### config.mk
export PLATFORM = sky130hd
export DESIGN_NAME = midi_voice_allocator
export DESIGN_NICKNAME = d
export VERILOG_FILES = /design/src/rtl/midi_voice_allocator.sv
export SDC_FILE = /design/constraint.sdc
export NUM_CORES = 1
export LEC_CHECK = 0
export BUFFER_PORTS_ARGS = -buffer_cell sky130_fd_sc_hd__clkbuf_2
export CAP_MARGIN = 20
export CORE_MARGIN = 4
export CORE_UTILIZATION = 60
export DETAILED_ROUTE_END_ITERATION = 8
export GPL_ROUTABILITY_DRIVEN = 0
export PLACE_DENSITY_LB_ADDON = 0.1
export SYNTH_ARGS = -nofsm -noshare
export SYNTH_HDL_FRONTEND = slang
export SYNTH_SLANG_ARGS = --single-unit
export TNS_END_PERCENT = 5
### constraint.sdc
create_clock -name clk -period 37.8 [get_ports clk]
set_clock_uncertainty 0.05 [all_clocks]
set_input_delay 5.67 -clock clk [delete_from_list [all_inputs] [get_ports clk]]
set_output_delay 5.67 -clock clk [all_outputs]
set_load 0.01 [all_outputs]
### src/rtl/midi_voice_allocator.sv
// Polyphonic voice allocator: decodes framed MIDI events and maps notes onto
// NUM_VOICES voices, reusing same-note voices, then idle voices, then stealing the oldest.
module midi_voice_allocator #(
  parameter int NUM_VOICES    = 8,
  parameter int MIDI_CHANNEL  = 0,
  parameter int OMNI          = 0,
  parameter int RETRIG_CYCLES = 400,
  parameter int AGE_BITS      = 8
) (
  input  logic                    clk,
  input  logic                    rst,
  input  logic                    midi_event_valid,
  input  logic [7:0]              midi_command,
  input  logic [6:0]              midi_parameter_1,
  input  logic [6:0]              midi_parameter_2,
  output logic                    midi_event_ack,
  output logic [NUM_VOICES-1:0]   voice_gate,
  output logic [7*NUM_VOICES-1:0] voice_note,
  output logic [7*NUM_VOICES-1:0] voice_velocity,
  output logic                    voice_stolen
);

  // state  | meaning
  // IDLE   | waiting for midi_event_valid, latches the event
  // DECIDE | decode event, pick target voice / note-off match mask
  // APPLY  | update voice state, ack pulse high
  localparam int IW = $clog2(NUM_VOICES);
  localparam int CW = $clog2(RETRIG_CYCLES + 1);
  localparam logic [AGE_BITS-1:0] AGE_MAX     = '1;
  localparam logic [CW-1:0]       RETRIG_LOAD = CW'(RETRIG_CYCLES);

  typedef enum logic [1:0] {S_IDLE, S_DECIDE, S_APPLY} state_t;
  typedef enum logic [2:0] {OP_NONE, OP_ON, OP_OFF, OP_PED_DN, OP_PED_UP, OP_ALL_OFF} op_t;

  state_t                r_state;
  op_t                   r_op;
  logic [7:0]            r_cmd;
  logic [6:0]            r_p1;
  logic [6:0]            r_p2;
  logic [IW-1:0]         r_tgt;
  logic [NUM_VOICES-1:0] r_off_mask;
  logic                  r_ack;
  logic                  r_stolen;
  logic                  r_pedal_down;
  logic [NUM_VOICES-1:0] r_gate;
  logic [NUM_VOICES-1:0] r_sus;
  logic [6:0]            r_note [NUM_VOICES];
  logic [6:0]            r_vel  [NUM_VOICES];
  logic [AGE_BITS-1:0]   r_age  [NUM_VOICES];
  logic [CW-1:0]         r_cnt  [NUM_VOICES];

  op_t                   w_op;
  logic                  w_chan_ok;
  logic [NUM_VOICES-1:0] w_busy;
  logic [NUM_VOICES-1:0] w_off_mask;
  logic                  w_hit;
  logic [IW-1:0]         w_hit_idx;
  logic                  w_idle_found;
  logic [IW-1:0]         w_idle_idx;
  logic [AGE_BITS-1:0]   w_idle_age;
  logic [IW-1:0]         w_old_idx;
  logic [AGE_BITS-1:0]   w_old_age;
  logic [IW-1:0]         w_tgt;
  logic                  w_steal;

  always_comb begin
    w_op      = OP_NONE;
    w_chan_ok = (OMNI != 0) || (r_cmd[3:0] == 4'(MIDI_CHANNEL));
    if (w_chan_ok) begin
      case (r_cmd[7:4])
        4'h9: w_op = (r_p2 != 7'd0) ? OP_ON : OP_OFF;
        4'h8: w_op = OP_OFF;
        4'hB: begin
          if (r_p1 == 7'd64)       w_op = r_p2[6] ? OP_PED_DN : OP_PED_UP;
          else if (r_p1 == 7'd123) w_op = OP_ALL_OFF;
        end
        default: w_op = OP_NONE;
      endcase
    end
  end

  // Strict '>' keeps the lowest index on equal ages.
  always_comb begin
    w_busy       = '0;
    w_off_mask   = '0;
    w_hit        = 1'b0;
    w_hit_idx    = '0;
    w_idle_found = 1'b0;
    w_idle_idx   = '0;
    w_idle_age   = '0;
    w_old_idx    = '0;
    w_old_age    = '0;
    for (int i = 0; i < NUM_VOICES; i++) begin
      w_busy[i]     = r_gate[i] || r_sus[i] || (r_cnt[i] != '0);
      w_off_mask[i] = (r_note[i] == r_p1) && (r_gate[i] || (r_cnt[i] != '0));
      if (!w_hit && w_busy[i] && (r_note[i] == r_p1)) begin
        w_hit     = 1'b1;
        w_hit_idx = IW'(i);
      end
      if (!w_busy[i] && (!w_idle_found || (r_age[i] > w_idle_age))) begin
        w_idle_found = 1'b1;
        w_idle_idx   = IW'(i);
        w_idle_age   = r_age[i];
      end
      if ((i == 0) || (r_age[i] > w_old_age)) begin
        w_old_idx = IW'(i);
        w_old_age = r_age[i];
      end
    end
    w_steal = !w_hit && !w_idle_found;
    w_tgt   = w_hit ? w_hit_idx : (w_idle_found ? w_idle_idx : w_old_idx);
  end

  always_ff @(posedge clk or posedge rst) begin
    if (rst) begin
      r_state      <= S_IDLE;
      r_op         <= OP_NONE;
      r_cmd        <= '0;
      r_p1         <= '0;
      r_p2         <= '0;
      r_tgt        <= '0;
      r_off_mask   <= '0;
      r_ack        <= 1'b0;
      r_stolen     <= 1'b0;
      r_pedal_down <= 1'b0;
      r_gate       <= '0;
      r_sus        <= '0;
      for (int i = 0; i < NUM_VOICES; i++) begin
        r_note[i] <= '0;
        r_vel[i]  <= '0;
        r_age[i]  <= '0;
        r_cnt[i]  <= '0;
      end
    end else begin
      r_ack    <= 1'b0;
      r_stolen <= 1'b0;
      // Retrigger countdown; APPLY below overrides for voices it touches.
      for (int i = 0; i < NUM_VOICES; i++) begin
        if (r_cnt[i] != '0) begin
          r_cnt[i] <= r_cnt[i] - CW'(1);
          if (r_cnt[i] == CW'(1)) r_gate[i] <= 1'b1;
        end
      end
      case (r_state)
        S_IDLE: begin
          if (midi_event_valid) begin
            r_cmd   <= midi_command;
            r_p1    <= midi_parameter_1;
            r_p2    <= midi_parameter_2;
            r_state <= S_DECIDE;
          end
        end
        S_DECIDE: begin
          r_op       <= w_op;
          r_tgt      <= w_tgt;
          r_off_mask <= w_off_mask;
          r_ack      <= 1'b1;
          r_stolen   <= (w_op == OP_ON) && w_steal;
          r_state    <= S_APPLY;
        end
        S_APPLY: begin
          r_state <= S_IDLE;
          case (r_op)
            OP_ON: begin
              for (int i = 0; i < NUM_VOICES; i++) begin
                if (r_tgt == IW'(i)) begin
                  r_note[i] <= r_p1;
                  r_vel[i]  <= r_p2;
                  r_sus[i]  <= 1'b0;
                  r_age[i]  <= '0;
                  if (r_gate[i] || (r_cnt[i] != '0)) begin
                    r_gate[i] <= 1'b0;
                    r_cnt[i]  <= RETRIG_LOAD;
                  end else begin
                    r_gate[i] <= 1'b1;
                    r_cnt[i]  <= '0;
                  end
                end else if (r_age[i] != AGE_MAX) begin
                  r_age[i] <= r_age[i] + AGE_BITS'(1);
                end
              end
            end
            OP_OFF: begin
              for (int i = 0; i < NUM_VOICES; i++) begin
                if (r_off_mask[i]) begin
                  if (r_pedal_down) begin
                    r_sus[i] <= 1'b1;
                  end else begin
                    r_gate[i] <= 1'b0;
                    r_cnt[i]  <= '0;
                  end
                end
              end
            end
            OP_PED_DN: r_pedal_down <= 1'b1;
            OP_PED_UP: begin
              r_pedal_down <= 1'b0;
              for (int i = 0; i < NUM_VOICES; i++) begin
                if (r_sus[i]) begin
                  r_gate[i] <= 1'b0;
                  r_sus[i]  <= 1'b0;
                  r_cnt[i]  <= '0;
                end
              end
            end
            OP_ALL_OFF: begin
              r_gate <= '0;
              r_sus  <= '0;
              for (int i = 0; i < NUM_VOICES; i++) r_cnt[i] <= '0;
            end
            default: ;
          endcase
        end
        default: r_state <= S_IDLE;
      endcase
    end
  end

  always_comb begin
    voice_note     = '0;
    voice_velocity = '0;
    for (int i = 0; i < NUM_VOICES; i++) begin
      voice_note[7*i +: 7]     = r_note[i];
      voice_velocity[7*i +: 7] = r_vel[i];
    end
  end

  assign midi_event_ack = r_ack;
  assign voice_stolen   = r_stolen;
  assign voice_gate     = r_gate;

endmodule

* Word level (Yosys, flattened, before mapping)
Cells that the tools add are included.
** Word-level totals
- Register bits after elaboration :: 305
- Bits of input ports :: 25
- Output and inout port bits :: 122
- Logic and storage cells :: 482
** Cells by class
- $add $sub $neg :: 16
- Magnitude comparators :: 14
- Eq/ne operators :: 62
- Muxes and demuxes :: 205
- Reductions and logical operators :: 134
** Operators by type and width (number)
- $mux 9 :: 48
- $pmux 72 s4 :: 1
- $mux 8 :: 30
- $gt 8x8->1 :: 14
- $mux 1 :: 94
- $eq 9x1->1 const B :: 8
- $mux 3 :: 24
- $mux 72 :: 1
- $reduce_bool 9->1 :: 8
- $sub 9x1->9 const B :: 8
- $add 8x1->8 const B :: 8
- $ne 8x8->1 const B :: 8
- $eq 7x7->1 :: 8
- $reduce_and 3->1 :: 16
- $reduce_and 5->1 :: 8
- $ne 2x2->1 const B :: 18
- $logic_and 1x1->1 :: 32
- $pmux 8 s4 :: 1
- $logic_or 1x1->1 :: 31
- $pmux 8 s3 :: 1
- $logic_not 1->1 :: 22
- $eq 3x3->1 const B :: 6
- $reduce_bool 2->1 :: 9
- $eq 7x7->1 const B :: 2
- other kinds (16) :: 25

* Longest topological paths before layout
Gate-level depths: netlist (run 1).
- Word-level depth :: 36
- Depth in mapped cells :: 67
- Mapped depth without buffers :: 62

* Worst setup path after synthesis (run 1)
OpenSTA, ideal clock, no wires.
- Path kind :: register to register
- Start point :: reg r_cnt[63] in the netlist's numbering
- End point :: reg r_tgt[1]
- Setup time :: 0.133 ns
- Data arrival time :: 12.247 ns
- Required time :: 37.617 ns
- Setup slack :: 25.370 ns
- Stages on the path, launching flop included :: 65
- Path buffers :: 8
- Period minus slack after synthesis :: 12.430 ns
- Path through :: dfrtp_1 -> inv_1 -> ha_1 -> nor2b_1 -> and4_1 -> clkbuf_1 -> nand2_1 -> ha_1 -> nor2b_1 -> o211ai_1 -> a21oi_1 -> o31a_2 -> buf_4 -> a22oi_1 -> ha_1 -> and4_1 -> nor2b_1 -> a22o_1 -> [29 not listed] -> mux2i_1 -> ha_1 -> a21o_1 -> a21oi_1 -> a21boi_0 -> o31ai_1 -> a21o_1 -> clkbuf_1 -> nand2_1 -> o221ai_1 -> ha_1 -> a2111oi_0 -> nand2_1 -> a31oi_1 -> o31ai_1 -> a311o_1 -> o311ai_0 -> nand2_1
** On the way
- Word-level cells in the longest chain between the ends :: 33
- Elaborated cells on any way between the ends :: 88
- Classes of those cells :: 7 x order compare; 37 x mux; 44 x reduce/logical
** RTL lines
- from (decl) :: line 50 : logic [CW-1:0] r_cnt [NUM_VOICES];
- from (signal, indexed assignment) :: line 140 : r_cnt[i] <= r_cnt[i] - CW'(1);
- $reduce_bool 9->1 (*) :: line 94 : w_busy[i] = r_gate[i] || r_sus[i] || (r_cnt[i] != '0);
- $logic_or 1x1->1 (*) :: line 94
- $mux 8 / $logic_and 1x1->1 (equally long branches) :: line 100, 96
- $gt 8x8->1 / $mux 1 (equally long branches) :: line 100, 96
- $logic_or 1x1->1 / $logic_not 1->1 (equally long branches) :: line 100, 96
- $logic_and 1x1->1 (on tied branches) :: line 100, 96
- $mux 8, or another cell as far along :: line 100 : if (!w_busy[i] && (!w_idle_found || (r_age[i] > w_idle_age))) begin
- $gt 8x8->1, or another cell as far along :: line 100
- [17 not listed]
- $logic_and 1x1->1 (on tied branches) :: line 100, 96
- $mux 8, or another cell as far along :: line 100
- $gt 8x8->1, or another cell as far along :: line 100
- $logic_or 1x1->1 / $logic_not 1->1 (equally long branches) :: line 100, 96
- $logic_and 1x1->1 (on tied branches) :: line 100, 96
- $mux 3, or another cell as far along :: line 100
- $mux 3, or another cell as far along :: line 111 : w_tgt = w_hit ? w_hit_idx : (w_idle_found ? w_idle_idx : w_old_idx);
- $mux 3 (*) :: line 111
- to (signal assigned) :: line 155 : r_tgt <= w_tgt;
- to (decl) :: line 40 : logic [IW-1:0] r_tgt;
Every way passes the cells marked *; elsewhere a longest branch is shown, timed or not.
A chain may end at the register's enable or synchronous reset.

* Worst setup path in the final report (run 1)
Ends and elaborated chain as after synthesis.

==> impl_results.md, run 1 <==
* Status: completed
* Crit-path slowest cell: o21ai_1
* Hold WC Path Type: reg2reg
* Synth top area cells: dfrtp_1 41%, ha_1 9.2%, nand2_1 6.6%, mux2_2 4.6%, nor2_1 3.9%
* Residual DRC at 0
* Area after DPL at a little under 20000 um^2
* Flops & latches, synth at 305
* Post-synthesis async set-or-reset flop share at 1.00
* DIE AREA at 34000 um^2
* Crit path launch type: flop
* Final critical-path setup slack at 24.03 ns
* Root buf cell: clkbuf_16
* Netlist cell types at 71
* Post-synth EDFFs at 0
* Crit path top cell by count: ha_1
* Cell Count, Final, Fillers Out at 2610
* Slew Limit Fails at 0
* Slew @ Worst Pin at 1.08 ns
* Vias at 16194
* Max-cap violations at 0
* VDD IR max at 0.0000565 V
* Count leader, synth: nand2_1
* Cell Pwr Density at 60.8 nW/um^2
* Worst Setup End Kind: flop
* Number of synthesis warnings at 0
* FMAX at 72.6 MHz
* Vias in the first global route at between 15000 and 20000
* Number of antenna violations at the first check in global routing at 1
* Cell area after layout at 21000 um^2
* Site Rows at 64
* Hold Buf Count CTS at 0
* Clock H-tree levels at 2
* Buffer count from post-CTS setup fixing at 0
* Final Critical Period at approximately 14 ns
* Layout cells sized above 1 at 0.148
* Worst slack, placed at 24.38 ns
* Initial core utilization at 0.610
* Routed WL at 51.3 mm
* First-pass GRT wire length at ~84 mm
* Cells after Synth at 2074
* Die W at ~180 um
* Fill cell count at 2437
* Relative slew slack at 0.273
* Crit Path Class: reg2reg
* Final setup viols at 0
* RSZ-0062 raised after global routing: no
* WHS at 0.421 ns
* CP max stage delay at 0.81 ns
* Leak at 10.1 nW
* Area Growth Syn to Fin at 12.6%
* First-pass iteration count of the detailed router at 5
* Setup TNS at 0 ns
* Syn nets at 2236
* Average size of a mapped cell at 9.01 um^2
* CP required at 38.14 ns
* I/O pin count at 147
* # diodes at 0
* DIE HEIGHT at 185 um
* Clk slew on worst S/H paths at 0.06 ns
* GR Overflow Total at 0
* Wirelength per Cell at 19.7 um
* Synth cell count leaders: 330 x nand2_1, 305 x dfrtp_1, 194 x nor2_1
* Clock sinks at 305
* Vias per cell at 6.20
* Antenna Violating Nets Remaining at 0
* CTS tree: yes
* Post-synth top area cell: dfrtp_1
* Final Power at between 1 and 1.5 mW
* Seq/Total Area, Yosys at 0.408
* Fin. Hold Viols at 0
* GRT Util Overall at 0.301
* Worst-Skew Late Latency at 0.53 ns
* Crit share post-route at 0.364
* Dpl hpwl at roughly 37 mm
* I/O Buffers at around 150
* Data arrival, critical path at 14.12 ns
* Final Core Density at 0.686
* Top_reg_cell synth: dfrtp_1
* Core Area at 30700 um^2
* First DRT Iteration DRCs at 1192
* Final net count at 2351
* Placed insts at around 2500
* Bufs on Longest Clock Path at 3
* CTS buffer count at 35
* CP Max Fanout at 20
* Pin count of the biggest net entering global routing at 102
* Post-Syn Area at 18700 um^2
* Post-CTS resize count at 0
* Synth top area share at 0.408
==> layout make-up <==
class | instances | area (um^2) | share of cell area
well taps | 396 | 495 | 0.0235
flip-flops and latches | 305 | 7630 | 0.363
clock inverters | 16 | 263 | 0.0125
clock buffers | 46 | 997 | 0.0474
repair buffers | 169 | 931 | 0.0442
multi-input cells | 1605 | 10400 | 0.496
inverters | 73 | 282 | 0.0134
==> cell usage in the layout, fill, tap and decap left out, drive strengths merged, types with 9 or more instances in the layout <==
master / n
xor2: 76
a21oi: 120
o21a: 26
clkbuf: 192
or3: 36
nor2: 195
nand3: 40
a22oi: 9
mux2: 76
ha: 137
nand2b: 22
inv: 74
dfrtp: 305
nor2b: 24
buf: 23
a31oi: 13
xnor2: 63
nand4: 58
clkinv: 9
or4: 11
o31ai: 18
o21ai: 93
mux2i: 14
nand2: 330
nor3: 38
o221ai: 9
nor4: 25
a21o: 16
a211oi: 13
and3: 11
a22o: 9
o211ai: 22
==> final timing paths <==
path	end	startpoint	slack (ns)	cells past startpoint
worst max-delay path	r_tgt[1]	r_cnt[63]	24.03	57
worst min-delay path	voice_velocity[50]	voice_velocity[50]	0.42	2
worst max register to register	r_tgt[1]	r_cnt[63]	24.03	57
worst min register to register	voice_velocity[50]	voice_velocity[50]	0.42	2
max in group asynchronous	r_age[13]	rst	31.11	3
min in group asynchronous	voice_velocity[4]	rst	5.21	2
==> layer usage <==
layer  vias up  wire length [um]  global-route usage
met1      7900             21500               0.398
met4         2              1290              0.0793
met3       115              4520              0.0791
met2       598             24000               0.497
met5         -                13                   0
li1       7579                 -                   -
==> flip-flops by register name, summed over array words and instances, names as in the netlist <==
register        cells
r_p1                7
r_sus               8
voice_note         56
r_age              64
r_op                3
r_tgt               3
r_state             2
r_pedal_down        1
r_cmd               8
r_cnt              72
voice_velocity     56
voice_gate          8
midi_event_ack      1
r_p2                7
voice_stolen        1
r_off_mask          8
==> logic make-up after synthesis <==
kind of cell / synth area share
buffers and inverters: 0.0337
muxes: 0.0533
adders and majority gates: 0.0917
and+or+nand+nor: 0.211
DFF: 0.408
xor gates and xnor gates: 0.0651
AOI/OAI and AO/OA: 0.137
==> where the power goes <==
group / internal, mW / switching (mW)
clock: 0.228 / 0.143
sequential: 0.379 / 0.0736
combinational: 0.194 / 0.262
total: 0.801 / 0.478
==> worst max-delay path, delay by kind of cell (launching register included) <==
kind / cells / cell delay, ns
simple gates: 18 / 3.15
buf+inv: 3 / 0.46
mux: 1 / 0.22
compound gates: 27 / 7.07
flops: 1 / 0.44
fa+ha+maj: 8 / 2.27
(Power assumes the default switching activity.)
==> inputs of run 2 (changes only) <==
- clock period: 37.8 -> 13.3 ns (I/O delays scaled with it)
==> impl_results.md, run 2 (synthesis gave the netlist of run 1 again) <==
* Status: completed
* Pin count of the biggest net entering global routing at 129 (+26%)
* Setup TNS at 0 ns (unchanged)
* Slew Limit Fails at 0 (unchanged)
* FMAX at 77.9 MHz (+7.3%)
* Worst-Skew Late Latency at 0.53 ns (about the same)
* CP required at 13.65 ns (-24.49 ns)
* Crit path max-delay family: compound AO/OA/AOI/OAI gates
* Layout cells sized above 1 at 0.159 (+0.0112)
* Site Rows at 64 (unchanged)
* Vias per cell at 6.16 (-0.72%)
* Vias at 16083 (-0.69%)
* Cell Pwr Density at 168 nW/um^2 (+180%)
* # diodes at 0 (unchanged)
* Crit path launch type: flop
* First DRT Iteration DRCs at 1197 (+0.42%)
* Final setup viols at 0 (unchanged)
* Clock Power Share at 0.264 (-0.026)
* Die W at 185 um (unchanged)
* Largest register FFs at 72 (unchanged)
* Vias in the first global route at 16327 (+2.8%)
* First-pass GRT wire length at 84.0 mm (+0.51%)
* CTS buffer count at 35 (unchanged)
* Hold depth at 2 (unchanged)
* Int Power at 2.17 mW (+170%)
* Startpoint of the worst register-to-register path: r_cnt[63]
* Data arrival, critical path at 13.18 ns (-0.94 ns)
* Crit-path slowest cell: o31a_2
* Crit path top cell by count: ha_1
* Root buf cell: clkbuf_16
* Crit Path Class: reg2reg
* First-pass iteration count of the detailed router at 6 (+1)
* I/O pin count at 147 (unchanged)
* Most common cell after layout, fill and taps aside: nand2_1
* Residual DRC at 0 (unchanged)
* Most Crowded Layer GR: met2
* Clock H-tree levels at 2 (unchanged)
* Combinational power share at 0.371 (+0.014)
* Hold Crit Start: voice_velocity[50]
* Hold WC Path Type: reg2reg
* Fill cell count at 2395 (-1.7%)
* Final Core Density at 0.687 (+0.000939)
* Largest regs: r_cnt: 72 flops, r_age: 64 flops
* DIE AREA at 34000 um^2 (unchanged)
* CTS tree: yes
* WHS at 0.423 ns (+0.00213 ns)
* Leak at 10.1 nW (-0.42%)
* GRT Util Overall at 0.304 (+0.00261)
* Reg2reg setup slack at 0.47 ns (-23.56 ns)
* Met3 Track Usage GR at 0.0793 (+0.000197)
* Crit share post-route at 0.965 (+0.601)
* Final net count at 2359 (+0.34%)
* GR Overflow Total at 0 (unchanged)
* Relative slew slack at 0.240 (-0.0337)
* DIE HEIGHT at 185 um (unchanged)
* CP max stage delay at 0.48 ns (-0.33 ns)
* Sw power at 1.37 mW (+190%)
* Area Growth Syn to Fin at 12.7%
* Worst path bufs/invs at 6 (+3)
* Hold Buf Count CTS at 0 (unchanged)
* Register share of total power at 0.364 (+0.011)
* Antenna Violating Nets Remaining at 0 (unchanged)
* Largest register by flop count: r_cnt
* Met1 Resource Use GR at 0.390 (-0.00730)
* Net Sw Frac at 0.386 (+0.0121)
* VDD IR max at 0.000117 V (+110%)
* Bufs on Longest Clock Path at 3 (unchanged)
* Hold Crit Endpoint: voice_velocity[50]
* R2r endpoint: r_tgt[1]
* Slew @ Worst Pin at 1.13 ns (+0.0502 ns)
* GR Util met2 at 0.506 (+0.00865)
* Max-cap violations at 0 (unchanged)
* Worst Setup End Kind: flop
* Fin. Hold Viols at 0 (unchanged)
* I/O Buffers at 146 (unchanged)
* Routed WL at 51.4 mm (+0.12%)
* Clock sinks at 305 (unchanged)
* Number of antenna violations at the first check in global routing at 1 (unchanged)
* Wirelength per Cell at 19.7 um (about the same)
* Final Critical Period at 12.83 ns (-0.937 ns)
* CP Max Fanout at 19 (-5.0%)
* Core Area at 30700 um^2 (unchanged)
* Commonest cells after routing, fill and taps aside: 328 x nand2_1, 305 x dfrtp_1, 190 x nor2_1
* Initial core utilization at 0.610 (unchanged)
* Dpl hpwl at 37.2 mm (+0.16%)
* Clk slew on worst S/H paths at 0.06 ns (about the same)
* Worst R2R Path Depth at 57 (unchanged)
run 2: tightest hold or removal path: cells and delay by family, from the launching register on:
family | cells | cell delay (ns)
AND/OR/NAND/NOR | 2 | 0.10
flip-flops | 1 | 0.34
run 2: how the worst max path moves through the flow:
stage	start	to	slack (ns)	cells after the start
floorplan	r_cnt[63]	r_tgt[1]	0.87	64
global placement	r_cnt[63]	r_tgt[1]	0.62	57
detailed placement	r_cnt[63]	r_tgt[1]	-0.14	57
CTS	r_cnt[63]	r_tgt[1]	0.02	57
global route	r_cnt[63]	r_tgt[1]	-0.20	57
finish	r_cnt[63]	r_tgt[1]	0.47	57
run 2: cell type report:
| type | count | area, um^2 | share of cell area |
|---|---|---|---|
| timing repair buffer | 177 | 975 | 0.0462 |
| multi-input combinational | 1605 | 10600 | 0.502 |
| tap | 396 | 495 | 0.0235 |
| clock buffer | 41 | 948 | 0.0450 |
| inverter | 73 | 282 | 0.0134 |
| clock inverter | 14 | 170 | 0.00807 |
| sequential | 305 | 7630 | 0.362 |
run 2: repair_timing:
action / in CTS / in global routing
pin swaps: 0 / 4
setup endpoints to repair: 3 / 3
resized for setup: 2 / 31
buffers inserted: 0 / 9
gates cloned: 0 / 0
run 2: metal layers:
layer | part of all wire | wire (um)
met5 | 0.00025 | 13
met4 | 0.032 | 1620
met3 | 0.088 | 4500
met2 | 0.47 | 24200
met1 | 0.41 | 21000
run 2: stage by stage:
| step | instances | power (mW) | setup slack, ns | cell area, um^2 |
|---|---|---|---|---|
| 2_1_floorplan | 2074 | 2.23 | 0.870 | 18700 |
| 3_3_place_gp | 2546 | 2.52 | 0.623 | 19700 |
| 3_5_place_dp | 2546 | 2.57 | -0.137 | 19700 |
| 4_1_cts | 2601 | 3.51 | 0.0184 | 20900 |
| 5_1_grt | 2611 | 3.77 | -0.205 | 21100 |
| 6_report | 2611 | 3.54 | 0.466 | 21100 |
run 2: power by group through the flow:
stage               clock (mW)  combinational [mW]  sequential [mW]
finish                   0.936                1.31             1.29
floorplan                    0                1.02             1.21
CTS                      0.948                1.27             1.28
detailed placement           0                1.27             1.30
global route             0.990                1.47             1.31
global placement             0                1.23             1.29
==> inputs of run 3 (changes only) <==
- CORE_MARGIN: 4 -> 2
==> impl_results.md, run 3 (synthesis gave the netlist of run 1 again) <==
* Slew @ Worst Pin at 1.13 ns (-0.00148 ns)
* # diodes at 0 (unchanged)
* CTS buffer count at 35 (unchanged)
* Commonest cells after routing, fill and taps aside: 329 x nand2_1, 305 x dfrtp_1, 190 x nor2_1
* First DRT Iteration DRCs at 1057 (-12%)
* Final Critical Period at 12.45 ns (-0.381 ns)
* Site Rows at 64 (unchanged)
* Clock sinks at 305 (unchanged)
* Crit path launch type: flop
* Worst R2R Path Depth at 59 (+3.5%)
* Relative slew slack at 0.241 (+0.000996)
* Bufs on Longest Clock Path at 3 (unchanged)
* Worst-Skew Late Latency at 0.53 ns (about the same)
* Vias in the first global route at 15678 (-4.0%)
* I/O Buffers at 146 (unchanged)
* DR WL met2 at 23.6 mm (-2.4%)
* Clock H-tree levels at 2 (unchanged)
* I/O pin count at 147 (unchanged)
* M1 wire length at 21.5 mm (+2.6%)
* Setup TNS at 0 ns (unchanged)
* Vias at 16061 (-0.14%)
* DR top layer: met5
* Initial core utilization at 0.610 (unchanged)
* Crit-path slowest cell: o31a_2
* Wirelength per Cell at 19.3 um (-1.7%)
* Largest register FFs at 72 (unchanged)
* Most common cell after layout, fill and taps aside: nand2_1
* Residual DRC at 0 (unchanged)
* Cell Pwr Density at 169 nW/um^2 (+0.42%)
* WL met3 at 3.75 mm (-17%)
* Hold Buf Count CTS at 0 (unchanged)
* CTS tree: yes
* Routed WL at 50.6 mm (-1.5%)
* Area Growth Syn to Fin at 12.7% (about the same)
* Hold depth at 2 (unchanged)
* Dpl hpwl at 36.7 mm (-1.6%)
* Largest register by flop count: r_cnt
* Leak at 10.1 nW (+0.28%)
* GRT Util Overall at 0.306 (+0.00190)
* First-pass iteration count of the detailed router at 5 (-1)
* Layout cells sized above 1 at 0.156 (-0.00254)
* Root buf cell: clkbuf_16
* Antenna Violating Nets Remaining at 0 (unchanged)
* Hold WC Path Type: reg2reg
* Largest regs: r_cnt: 72 flops, r_age: 64 flops
* Final setup viols at 0 (unchanged)
* DIE AREA at 32600 um^2 (-4.3%)
* Fill cell count at 2419 (+1.0%)
* Number of antenna violations at the first check in global routing at 1 (unchanged)
* Crit Path Class: reg2reg
* DIE HEIGHT at 181 um (-2.2%)
* Data arrival, critical path at 12.78 ns (-0.40 ns)
* Slew Limit Fails at 0 (unchanged)
* Crit path top cell by count: ha_1
* Final net count at 2356 (-0.13%)
* Die W at 181 um (-2.2%)
* CP max stage delay at 0.47 ns (about the same)
* Clk slew on worst S/H paths at 0.06 ns (about the same)
* Final critical-path setup slack at 0.847 ns (+0.381 ns)
* Fin. Hold Viols at 0 (unchanged)
* Pin count of the biggest net entering global routing at 108 (-16%)
* First-pass GRT wire length at 81.6 mm (-2.9%)
* WHS at 0.423 ns (-0.0000190 ns)
* Final Power at 3.55 mW (+0.39%)
* Max-cap violations at 0 (unchanged)
* Core Area at 30700 um^2 (unchanged)
* Worst Setup End Kind: flop
* Vias per cell at 6.14 (-0.29%)
* GR Overflow Total at 0 (unchanged)
* FMAX at 80.3 MHz (+3.1%)
* Status: completed
* Worst slack, placed at 0.0392 ns (+0.176 ns)
* VDD IR max at 0.000124 V (+5.7%)
* Crit share post-route at 0.936 (-0.0286)
* CP Max Fanout at 18 (-1)
* CP required at 13.62 ns (-0.03 ns)
## run 3: changes by cell type in the layout (fill, tap and decap cells not counted), sizes merged
cell,change
clkinv,+5
clkinvlp,-5
bufinv,+2
clkbuf,+6
inv,-1
buf,-3
## run 3: layout make-up
cell class	instances	area [um^2]	share of cell area
inverters	73	282	0.0134
repair buffers	174	972	0.0461
multi-input cells	1605	10500	0.500
clock inverters	15	179	0.00849
flip-flops and latches	305	7630	0.362
clock buffers	47	971	0.0461
well taps	396	495	0.0235
## run 3: path summary, 6_finish.rpt
| kind | slack (ns) | startpoint | end |
|---|---|---|---|
| setup / recovery | 0.85 | r_cnt[63] | r_tgt[1] |
| hold / removal | 0.42 | voice_velocity[4] | voice_velocity[4] |
| setup reg to reg | 0.85 | r_cnt[63] | r_tgt[1] |
| hold reg to reg | 0.42 | voice_velocity[4] | voice_velocity[4] |
| max in group asynchronous | 9.72 | rst | r_age[11] |
| min in group asynchronous | 1.56 | rst | voice_velocity[4] |
## run 3: critical path: cells and delay by family (launching register included)
kind            cells  cell delay (ns)
simple gates       17             2.77
fa+ha+maj           8             2.25
compound gates     27             5.83
flops               1             0.43
buf+inv             6             0.78
mux                 1             0.20
## run 3: what timing repair did
item | CTS | global route
resized for setup | 0 | 26
buffers inserted | 0 | 6
setup endpoints to repair | 0 | 3
## run 3: per-stage QoR
step | cell area (um^2) | utilization | cells
2_1_floorplan | 18700 | - | 2074
3_3_place_gp | 19700 | 0.643 | 2544
3_5_place_dp | 19700 | 0.644 | 2545
4_1_cts | 20900 | 0.681 | 2607
5_1_grt | 21100 | 0.687 | 2615
6_report | 21100 | 0.687 | 2615
## run 3: where the power goes
group / internal [mW] / switching (mW) / total [mW] / leakage [nW]
registers: 1.08 / 0.219 / 1.29 / 4.07
clock network: 0.574 / 0.394 / 0.968 / 0.567
logic: 0.555 / 0.734 / 1.29 / 5.45
total: 2.20 / 1.35 / 3.55 / 10.1
## run 3: layer usage
metal / global-route usage / vias up
met5: 0 / -
met2: 0.506 / 528
met3: 0.0689 / 116
met4: 0.102 / 2
li1: - / 7582
met1: 0.398 / 7833
